### config.mk
export PLATFORM = sky130hd
export DESIGN_NAME = gpio_in_filter
export DESIGN_NICKNAME = d
export VERILOG_FILES = /design/src/rtl/gpio_pkg.sv /design/src/rtl/gpio_pin_filter.sv /design/src/rtl/gpio_in_filter.sv
export SDC_FILE = /design/constraint.sdc
export NUM_CORES = 1
export LEC_CHECK = 0
export ABC_AREA = 1
export BUFFER_PORTS_ARGS = -buffer_cell sky130_fd_sc_hd__buf_2
export CAP_MARGIN = 25
export CORE_MARGIN = 2
export CORE_UTILIZATION = 54
export DETAILED_ROUTE_END_ITERATION = 12
export GPL_TIMING_DRIVEN = 0
export HOLD_SLACK_MARGIN = 0.08
export PLACE_DENSITY_LB_ADDON = 0.1
export SETUP_SLACK_MARGIN = 0.3
export SYNTH_ARGS = -nofsm -noshare
export SYNTH_HDL_FRONTEND = slang
export SYNTH_HIERARCHICAL = 1
export SYNTH_SLANG_ARGS = --single-unit
### constraint.sdc
create_clock -name clk_i -period 1.4 [get_ports clk_i]
set_input_delay 0.35 -clock clk_i [delete_from_list [all_inputs] [get_ports clk_i]]
set_output_delay 0.35 -clock clk_i [all_outputs]
set_load 0.03 [all_outputs]
### src/rtl/gpio_pkg.sv
// Shared types and default sizes for the GPIO input conditioning slice.
package gpio_pkg;

  // Debounce FSM state for a single pin.
  typedef enum logic {
    FLT_IDLE,
    FLT_COUNT
  } flt_state_e;

  localparam int unsigned GPIO_SYNC_STAGES = 2;
  localparam int unsigned GPIO_FLT_CNT_W   = 8;

endpackage

### src/rtl/gpio_pin_filter.sv
// One GPIO pin: synchroniser chain, debounce FSM with saturating counter,
// and (with GPIO_IN_FILTER_IRQ_EN defined) edge detection feeding a pending flag.
module gpio_pin_filter
  import gpio_pkg::*;
#(
  parameter int unsigned SYNC_STAGES = GPIO_SYNC_STAGES,
  parameter int unsigned CNT_WIDTH   = GPIO_FLT_CNT_W
) (
  input  logic                 clk_i,
  input  logic                 rst_i,
  input  logic                 gpio_i,
  input  logic                 flt_en_i,
  input  logic [CNT_WIDTH-1:0] flt_thr_i,
  input  logic                 rise_en_i,
  input  logic                 fall_en_i,
  input  logic                 pend_clr_i,
  output logic                 data_o,
  output logic                 pend_o
);

  localparam logic [CNT_WIDTH-1:0] CntOne = CNT_WIDTH'(1);

  logic [SYNC_STAGES-1:0] sync_q;
  logic                   s;
  flt_state_e             state_q, state_d;
  logic [CNT_WIDTH-1:0]   cnt_q, cnt_d;
  logic                   data_q, data_d;
  logic                   fast;

  assign s = sync_q[SYNC_STAGES-1];

  // Shift the asynchronous pad value through the synchroniser chain.
  always_ff @(posedge clk_i or posedge rst_i) begin
    if (rst_i) begin
      sync_q <= '0;
    end else begin
      sync_q <= {sync_q[SYNC_STAGES-2:0], gpio_i};
    end
  end

  // Debounce state, counter and filtered value registers.
  always_ff @(posedge clk_i or posedge rst_i) begin
    if (rst_i) begin
      state_q <= FLT_IDLE;
      cnt_q   <= '0;
      data_q  <= 1'b0;
    end else begin
      state_q <= state_d;
      cnt_q   <= cnt_d;
      data_q  <= data_d;
    end
  end

  // Debounce next-state: unfiltered pins (or zero threshold) follow s directly.
  always_comb begin
    state_d = state_q;
    cnt_d   = cnt_q;
    data_d  = data_q;
    fast    = !flt_en_i || (flt_thr_i == '0);
    unique case (state_q)
      FLT_IDLE: begin
        cnt_d = '0;
        if (s != data_q) begin
          if (fast) begin
            data_d = s;
          end else begin
            state_d = FLT_COUNT;
            cnt_d   = CntOne;
          end
        end
      end
      FLT_COUNT: begin
        if (s == data_q) begin
          // Glitch rejected.
          state_d = FLT_IDLE;
          cnt_d   = '0;
        end else if (fast || (cnt_q >= flt_thr_i)) begin
          data_d  = s;
          state_d = FLT_IDLE;
          cnt_d   = '0;
        end else if (cnt_q != '1) begin
          cnt_d = cnt_q + CntOne;
        end
      end
      default: begin
        state_d = FLT_IDLE;
        cnt_d   = '0;
      end
    endcase
  end

  assign data_o = data_q;

`ifdef GPIO_IN_FILTER_IRQ_EN
  logic data_prev_q;
  logic pend_q;
  logic edge_set;

  assign edge_set = (rise_en_i & data_q & ~data_prev_q) |
                    (fall_en_i & ~data_q & data_prev_q);

  // Track the previous filtered value; a qualified edge sets pend and beats a clear.
  always_ff @(posedge clk_i or posedge rst_i) begin
    if (rst_i) begin
      data_prev_q <= 1'b0;
      pend_q      <= 1'b0;
    end else begin
      data_prev_q <= data_q;
      pend_q      <= edge_set | (pend_q & ~pend_clr_i);
    end
  end

  assign pend_o = pend_q;
`else
  logic unused_edge_cfg;
  assign unused_edge_cfg = rise_en_i ^ fall_en_i ^ pend_clr_i;
  assign pend_o          = 1'b0;
`endif

endmodule

### src/rtl/gpio_in_filter.sv
// GPIO input conditioning: per-pin sync + debounce (+ edge pending) and the
// combined interrupt register. Optional macro: GPIO_IN_FILTER_IRQ_EN enables
// edge detection, pend_o and irq_o; without it both outputs are tied to 0.
module gpio_in_filter
  import gpio_pkg::*;
#(
  parameter int unsigned GPIO_NUM    = 8,
  parameter int unsigned SYNC_STAGES = GPIO_SYNC_STAGES,
  parameter int unsigned CNT_WIDTH   = GPIO_FLT_CNT_W
) (
  input  logic                 clk_i,
  input  logic                 rst_i,
  input  logic [GPIO_NUM-1:0]  gpio_i,
  input  logic [GPIO_NUM-1:0]  flt_en_i,
  input  logic [CNT_WIDTH-1:0] flt_thr_i,
  input  logic [GPIO_NUM-1:0]  rise_en_i,
  input  logic [GPIO_NUM-1:0]  fall_en_i,
  input  logic [GPIO_NUM-1:0]  int_en_i,
  input  logic [GPIO_NUM-1:0]  pend_clr_i,
  output logic [GPIO_NUM-1:0]  data_o,
  output logic [GPIO_NUM-1:0]  pend_o,
  output logic                 irq_o
);

  logic [GPIO_NUM-1:0] pin_pend;

  for (genvar g = 0; g < GPIO_NUM; g++) begin : g_pin
    gpio_pin_filter #(
      .SYNC_STAGES(SYNC_STAGES),
      .CNT_WIDTH  (CNT_WIDTH)
    ) u_pin (
      .clk_i     (clk_i),
      .rst_i     (rst_i),
      .gpio_i    (gpio_i[g]),
      .flt_en_i  (flt_en_i[g]),
      .flt_thr_i (flt_thr_i),
      .rise_en_i (rise_en_i[g]),
      .fall_en_i (fall_en_i[g]),
      .pend_clr_i(pend_clr_i[g]),
      .data_o    (data_o[g]),
      .pend_o    (pin_pend[g])
    );
  end

  assign pend_o = pin_pend;

`ifdef GPIO_IN_FILTER_IRQ_EN
  logic irq_q;

  // Registered interrupt: lags pend_o by one cycle.
  always_ff @(posedge clk_i or posedge rst_i) begin
    if (rst_i) begin
      irq_q <= 1'b0;
    end else begin
      irq_q <= |(pin_pend & int_en_i);
    end
  end

  assign irq_o = irq_q;
`else
  logic unused_int_en;
  assign unused_int_en = ^int_en_i;
  assign irq_o         = 1'b0;
`endif

endmodule

# Word level (Yosys, flattened, before mapping)
# Index checks and enable logic that the tools add are counted.
# totals
output_inout_bits	17
in_bits	58
reg_bits	96
# op_classes
order_cmp	8
reduce_logical	33
n_bitwise	8
muxes	128
n_addsub	8
n_eq_ne	64
# op_table
cell	n
8-bit 2-to-1 mux	32
8-bit case mux with 2 select lines	8
1-bit 2-to-1 mux	72
8-bit by 1-bit adder with 8-bit output, second input constant	8
8-bit greater-or-equal comparator	8
8-bit != test, second input constant	8
2-bit by 1-bit != test with 1-bit output, second input constant	16
2-bit != test, second input constant	16
4-bit != test, second input constant	8
1-bit case mux with 2 select lines	16
4-bit AND reduction	8
1-bit logical OR	16
1-bit equality test	8
1-bit zero test	8
8-bit zero test	1
1-bit != test	8
1-bit inverter	8

# Depth between registers and ports, before layout
# depth
ltp_word	6
mapped_depth	13
ltp_nobuf	13

# By module
# The synthesis kept the hierarchy.
# by_module_without_submodules
mod	area_per_inst_um2	instances	seq_area_each_um2	cells_each
gpio_pin_filter	839.6	8	300.3	109
gpio_in_filter	11.3	1	0.0	2

# Least setup slack after synthesis
# No wires, ideal clock.
# synth_path
kind	flip-flop to flip-flop
startpoint	register g_pin[0].u_pin.cnt_q[7]
endpoint	register g_pin[0].u_pin.cnt_q[0]
setup_slack_ns	-0.109
arrival_time_ns	1.393
stages_incl_launch_ff	9
path_buffers	0
path_cell_list	dfrtp_1 ha_1 a21o_1 nor2_1 nand3_1 nor2_2 nand2_1 nand2_1 nand2_1
# synth_via
elab_chain_len	5
# synth_rtl
item	line_no	text
from (decl)	gpio_pin_filter.sv:26	logic [CNT_WIDTH-1:0] cnt_q, cnt_d;
from (signal assigned)	gpio_pin_filter.sv:49	cnt_q <= cnt_d;
8-bit greater-or-equal comparator	gpio_pin_filter.sv:77	end else if (fast || (cnt_q >= flt_thr_i)) begin
1-bit logical OR	gpio_pin_filter.sv:77	
8-bit 2-to-1 mux	gpio_pin_filter.sv:77	
8-bit 2-to-1 mux	gpio_pin_filter.sv:73	if (s == data_q) begin
8-bit case mux with 2 select lines	gpio_pin_filter.sv:60	unique case (state_q)
# Several ways; a longest one is shown, not always the timed one.
# A chain may end at the register's enable or synchronous reset.

# Worst setup path in the final report
# layout_path
startpoint	register g_pin[5].u_pin.cnt_q[7]
endpoint	register g_pin[5].u_pin.state_q
# layout_via
elab_chain_len	5
# layout_rtl
item	line_no	text
from (decl)	gpio_pin_filter.sv:26	
from (signal assigned)	gpio_pin_filter.sv:49	
8-bit greater-or-equal comparator	gpio_pin_filter.sv:77	
1-bit logical OR	gpio_pin_filter.sv:77	
1-bit 2-to-1 mux	gpio_pin_filter.sv:77	
1-bit 2-to-1 mux	gpio_pin_filter.sv:73	
1-bit case mux with 2 select lines	gpio_pin_filter.sv:60	
via g_pin[5].u_pin.state_d	gpio_pin_filter.sv:25	flt_state_e state_q, state_d;
to (signal assigned)	gpio_pin_filter.sv:48	state_q <= state_d;
to (decl)	gpio_pin_filter.sv:25	
# The timed path passes the listed nets, and every way through them passes these cells.

==> results.sh <==
export IMPL_synth_area_mm2=0.00673
export IMPL_gp_congestion=0.841
export IMPL_synth_mux_area_frac=0
export IMPL_clk_path_buf_depth=2
export IMPL_final_instance_count_excl_fill=1183
export IMPL_period_share=1.19
export IMPL_grt_usage=0.258
export IMPL_htreeDepth=3
export IMPL_setup_slack_ns=-0.262
export IMPL_synthTopCellsByCount="200 x nand2_1, 128 x inv_1, 96 x dfrtp_1"
export IMPL_die_area_mm2=0.0134
export IMPL_synth_simple_gate_area_frac=0.292
export IMPL_clock_sinks=96
export IMPL_syn_num_nets=1004
export IMPL_post_route_min_period_ns=1.66
export IMPL_slew_viol_final=0
export IMPL_min_path_type="primary input to flip-flop"
export IMPL_clock_tree_root_cell="clkbuf_16"
export IMPL_netlist_area_leader_share=0.357
export IMPL_num_fill_cells=814
export IMPL_setup_viol=80
export IMPL_synth_cell_types=22
export IMPL_synth_adder_area_share=0.134
export IMPL_hpwlAfterDp_um=10500
export IMPL_arrival_ns=1.91
export IMPL_route_detailed_drc=0
export IMPL_nNetsFinal=1140
export IMPL_synth_xor_area_frac=0.0417
export IMPL_wl_met1_um=7270
export IMPL_crit_type="flip-flop to flip-flop"
export IMPL_clk_pin_slew_worst_paths_ns=0.07
export IMPL_top_layer_used="met4"
export IMPL_die_h_um=116
export IMPL_firstDrtPassIters=6
export IMPL_rsz0062_at_grt="true"
export IMPL_multi_input_area_mm2=0.00476
export IMPL_diodes=0
export IMPL_core_region_area_mm2=0.0121
export IMPL_p_per_area_mw_per_mm2=699
export IMPL_grt_pass1_vias=6088
export IMPL_route_met3_wl_um=878
export IMPL_clock_latency_ns=0.36
export IMPL_rows=40
export IMPL_start_kind="flip-flop"
export IMPL_dp_cells=1075
export IMPL_end_kind="flip-flop"
export IMPL_fmax_ghz=0.602
export IMPL_outcome="complete, but fails checks"
export IMPL_die_width_um=116
export IMPL_cts_buffers=9
export IMPL_synth_top_flop_cell="dfrtp_1"
export IMPL_wl_met2_um=10100
export IMPL_pin_count=75
export IMPL_vdd_drop_max_v=0.000873
export IMPL_drtIter0Drc=391
export IMPL_drive_gt1_frac=0.380
export IMPL_yosysMostFrequentCell="nand2_1"
export IMPL_finalWirelength_um=18800
export IMPL_violations="negative setup slack"
export IMPL_critPathMaxFanout=3
export IMPL_syn_area_per_cell_um2=7.70
export IMPL_grt_ovfl_total=0
export IMPL_synth_top_family_by_area="simple AND/OR/NAND/NOR gates"
export IMPL_power_leakage_nw=4.54
export IMPL_wire_per_inst_um=15.9
export IMPL_final_antenna_net_count=0
export IMPL_initial_core_util=0.555
export IMPL_avgViaCountPerCell=5.39
export IMPL_vias=6378
export IMPL_drv_cap=0
export IMPL_finalHoldViolations=0
export IMPL_post_route_util=0.764
export IMPL_port_buffers=33
export IMPL_grt_start_max_net_pins=17
export IMPL_whs_ns=0.0954
export IMPL_finalClockSkew_ns=0.00964
export IMPL_regArea_mm2=0.00242
export IMPL_synth_async_sr_flop_share=1.00
export IMPL_synth_compound_area_share=0.0759
export IMPL_synth_edff_count=0
export IMPL_ys_ff_latch=96
export IMPL_ys_warn_count=6
export IMPL_synth_top_area_cell="dfrtp_1"
export IMPL_grt_pass1_wl_um=27200
export IMPL_ys_seq_area_frac=0.357
export IMPL_antenna_found_initial=0
export IMPL_cts_tree="yes"
export IMPL_synthTopCellsByArea="dfrtp_1 36%, ha_1 13%, nand2_1 11%, inv_1 7.1%, nor2_1 4.9%"
export IMPL_crit_required_ns=1.65
export IMPL_syn_inst=874
export IMPL_syn_to_final_growth_pct=37.6
==> worst max-delay path, cell delays in order (launching register included) <==
cell and delay [ns]:
dfrtp_2 0.43, ha_4 0.29, nand2_4 0.06, nor2_4 0.12, nand4_1 0.17, nand3_4 0.17, buf_6 0.12, nand2_4 0.04
and3_1 0.14
==> worst paths after layout <==
check	from	to	slack, ns	cells after the start
min reg2reg	g_pin[7].u_pin/sync_q[0]$_DFF_PP0_	g_pin[7].u_pin/sync_q[1]$_DFF_PP0_	0.36	0
max	g_pin[5].u_pin/cnt_q[7]$_DFFE_PP0P_	g_pin[5].u_pin/state_q$_DFF_PP0_	-0.26	8
min in group asynchronous	rst_i	g_pin[2].u_pin/cnt_q[6]$_DFFE_PP0P_	0.13	2
min	gpio_i[6]	g_pin[6].u_pin/sync_q[0]$_DFF_PP0_	0.1	1
max in group asynchronous	rst_i	g_pin[3].u_pin/cnt_q[0]$_DFFE_PP0P_	0.88	2
max reg2reg	g_pin[5].u_pin/cnt_q[7]$_DFFE_PP0P_	g_pin[5].u_pin/state_q$_DFF_PP0_	-0.26	8
==> power breakdown <==
part,internal (mW),total (mW),switching [mW]
registers,2.87,2.98,0.111
clock network,1.26,2.37,1.12
logic,0.434,1.11,0.679
==> per-layer routing <==
layer | track usage | up-vias
met5 | 0 | -
met4 | 0.0952 | 0
met3 | 0.0575 | 54
met2 | 0.476 | 184
met1 | 0.292 | 3095
li1 | - | 3045
==> per-stage QoR <==
stage	setup WS [ns]	power [mW]	setup TNS, ns	area (um2)
after floorplan	-0.0979	3.54	-4.70	6770
after global placement	-0.615	3.75	-43.59	7140
after detailed placement	-0.691	3.80	-47.77	7140
after CTS	-0.183	6.34	-9.03	8450
after global routing	-0.353	6.76	-20.27	9260
final	-0.262	6.47	-14.17	9260
==> flip-flops by register name, indices dropped and copies added, names as in the netlist <==
| name | cells |
|---|---|
| g_pin.u_pin/cnt_q | 64 |
| g_pin.u_pin/sync_q | 16 |
| g_pin.u_pin/data_o | 8 |
| g_pin.u_pin/state_q | 8 |
==> layout make-up <==
class                           instances  area share
Multi-Input combinational cell        617       0.515
Sequential cell                        96       0.261
Clock buffer                           12      0.0266
Tap cell                              168      0.0227
Timing Repair Buffer                  125       0.102
Inverter                              152      0.0633
Buffer                                  9     0.00730
Clock inverter                          4     0.00297
==> cells in the final DEF (no fill, tap or decap), types with 7 or more instances in the layout <==
cell type  count
o21ai_0       12
nor3_1         8
a21oi_1       14
ha_2           7
buf_2         18
nand2_4       16
o21ai_1       12
nand3_4       15
nand2_2       31
buf_6         11
a21o_1         8
nand2_1      161
nor2_1        62
clkinv_1       8
dfrtp_1       84
xor2_1        30
conb_1         9
nand4_1       40
nand3_1       29
buf_4        102
clkbuf_16      9
ha_1          23
nor2_2        30
a21oi_2       34
inv_2         15
ha_4          42
nor2_4        20
dfrtp_2       12
inv_1        123
==> timing repair <==
item | in CTS | in global routing
hold endpoints to repair | 2 | 0
gates resized for setup | 115 | 117
endpoints found under the setup margin | 88 | 88
hold buffers | 2 | 0
pin swaps | 63 | 69
setup buffers | 62 | 28
==> kinds of logic (layout without fill, tap and decap cells) <==
family,after synthesis,in the layout
AND/OR/NAND/NOR,424,424
buffers and inverters,161,302
flip-flops,96,96
AO/OA/AOI/OAI,80,80
adder cells (fa/ha/maj),72,72
XOR/XNOR,32,32
other,9,9
No activity file was read; power rests on OpenSTA's default activity.
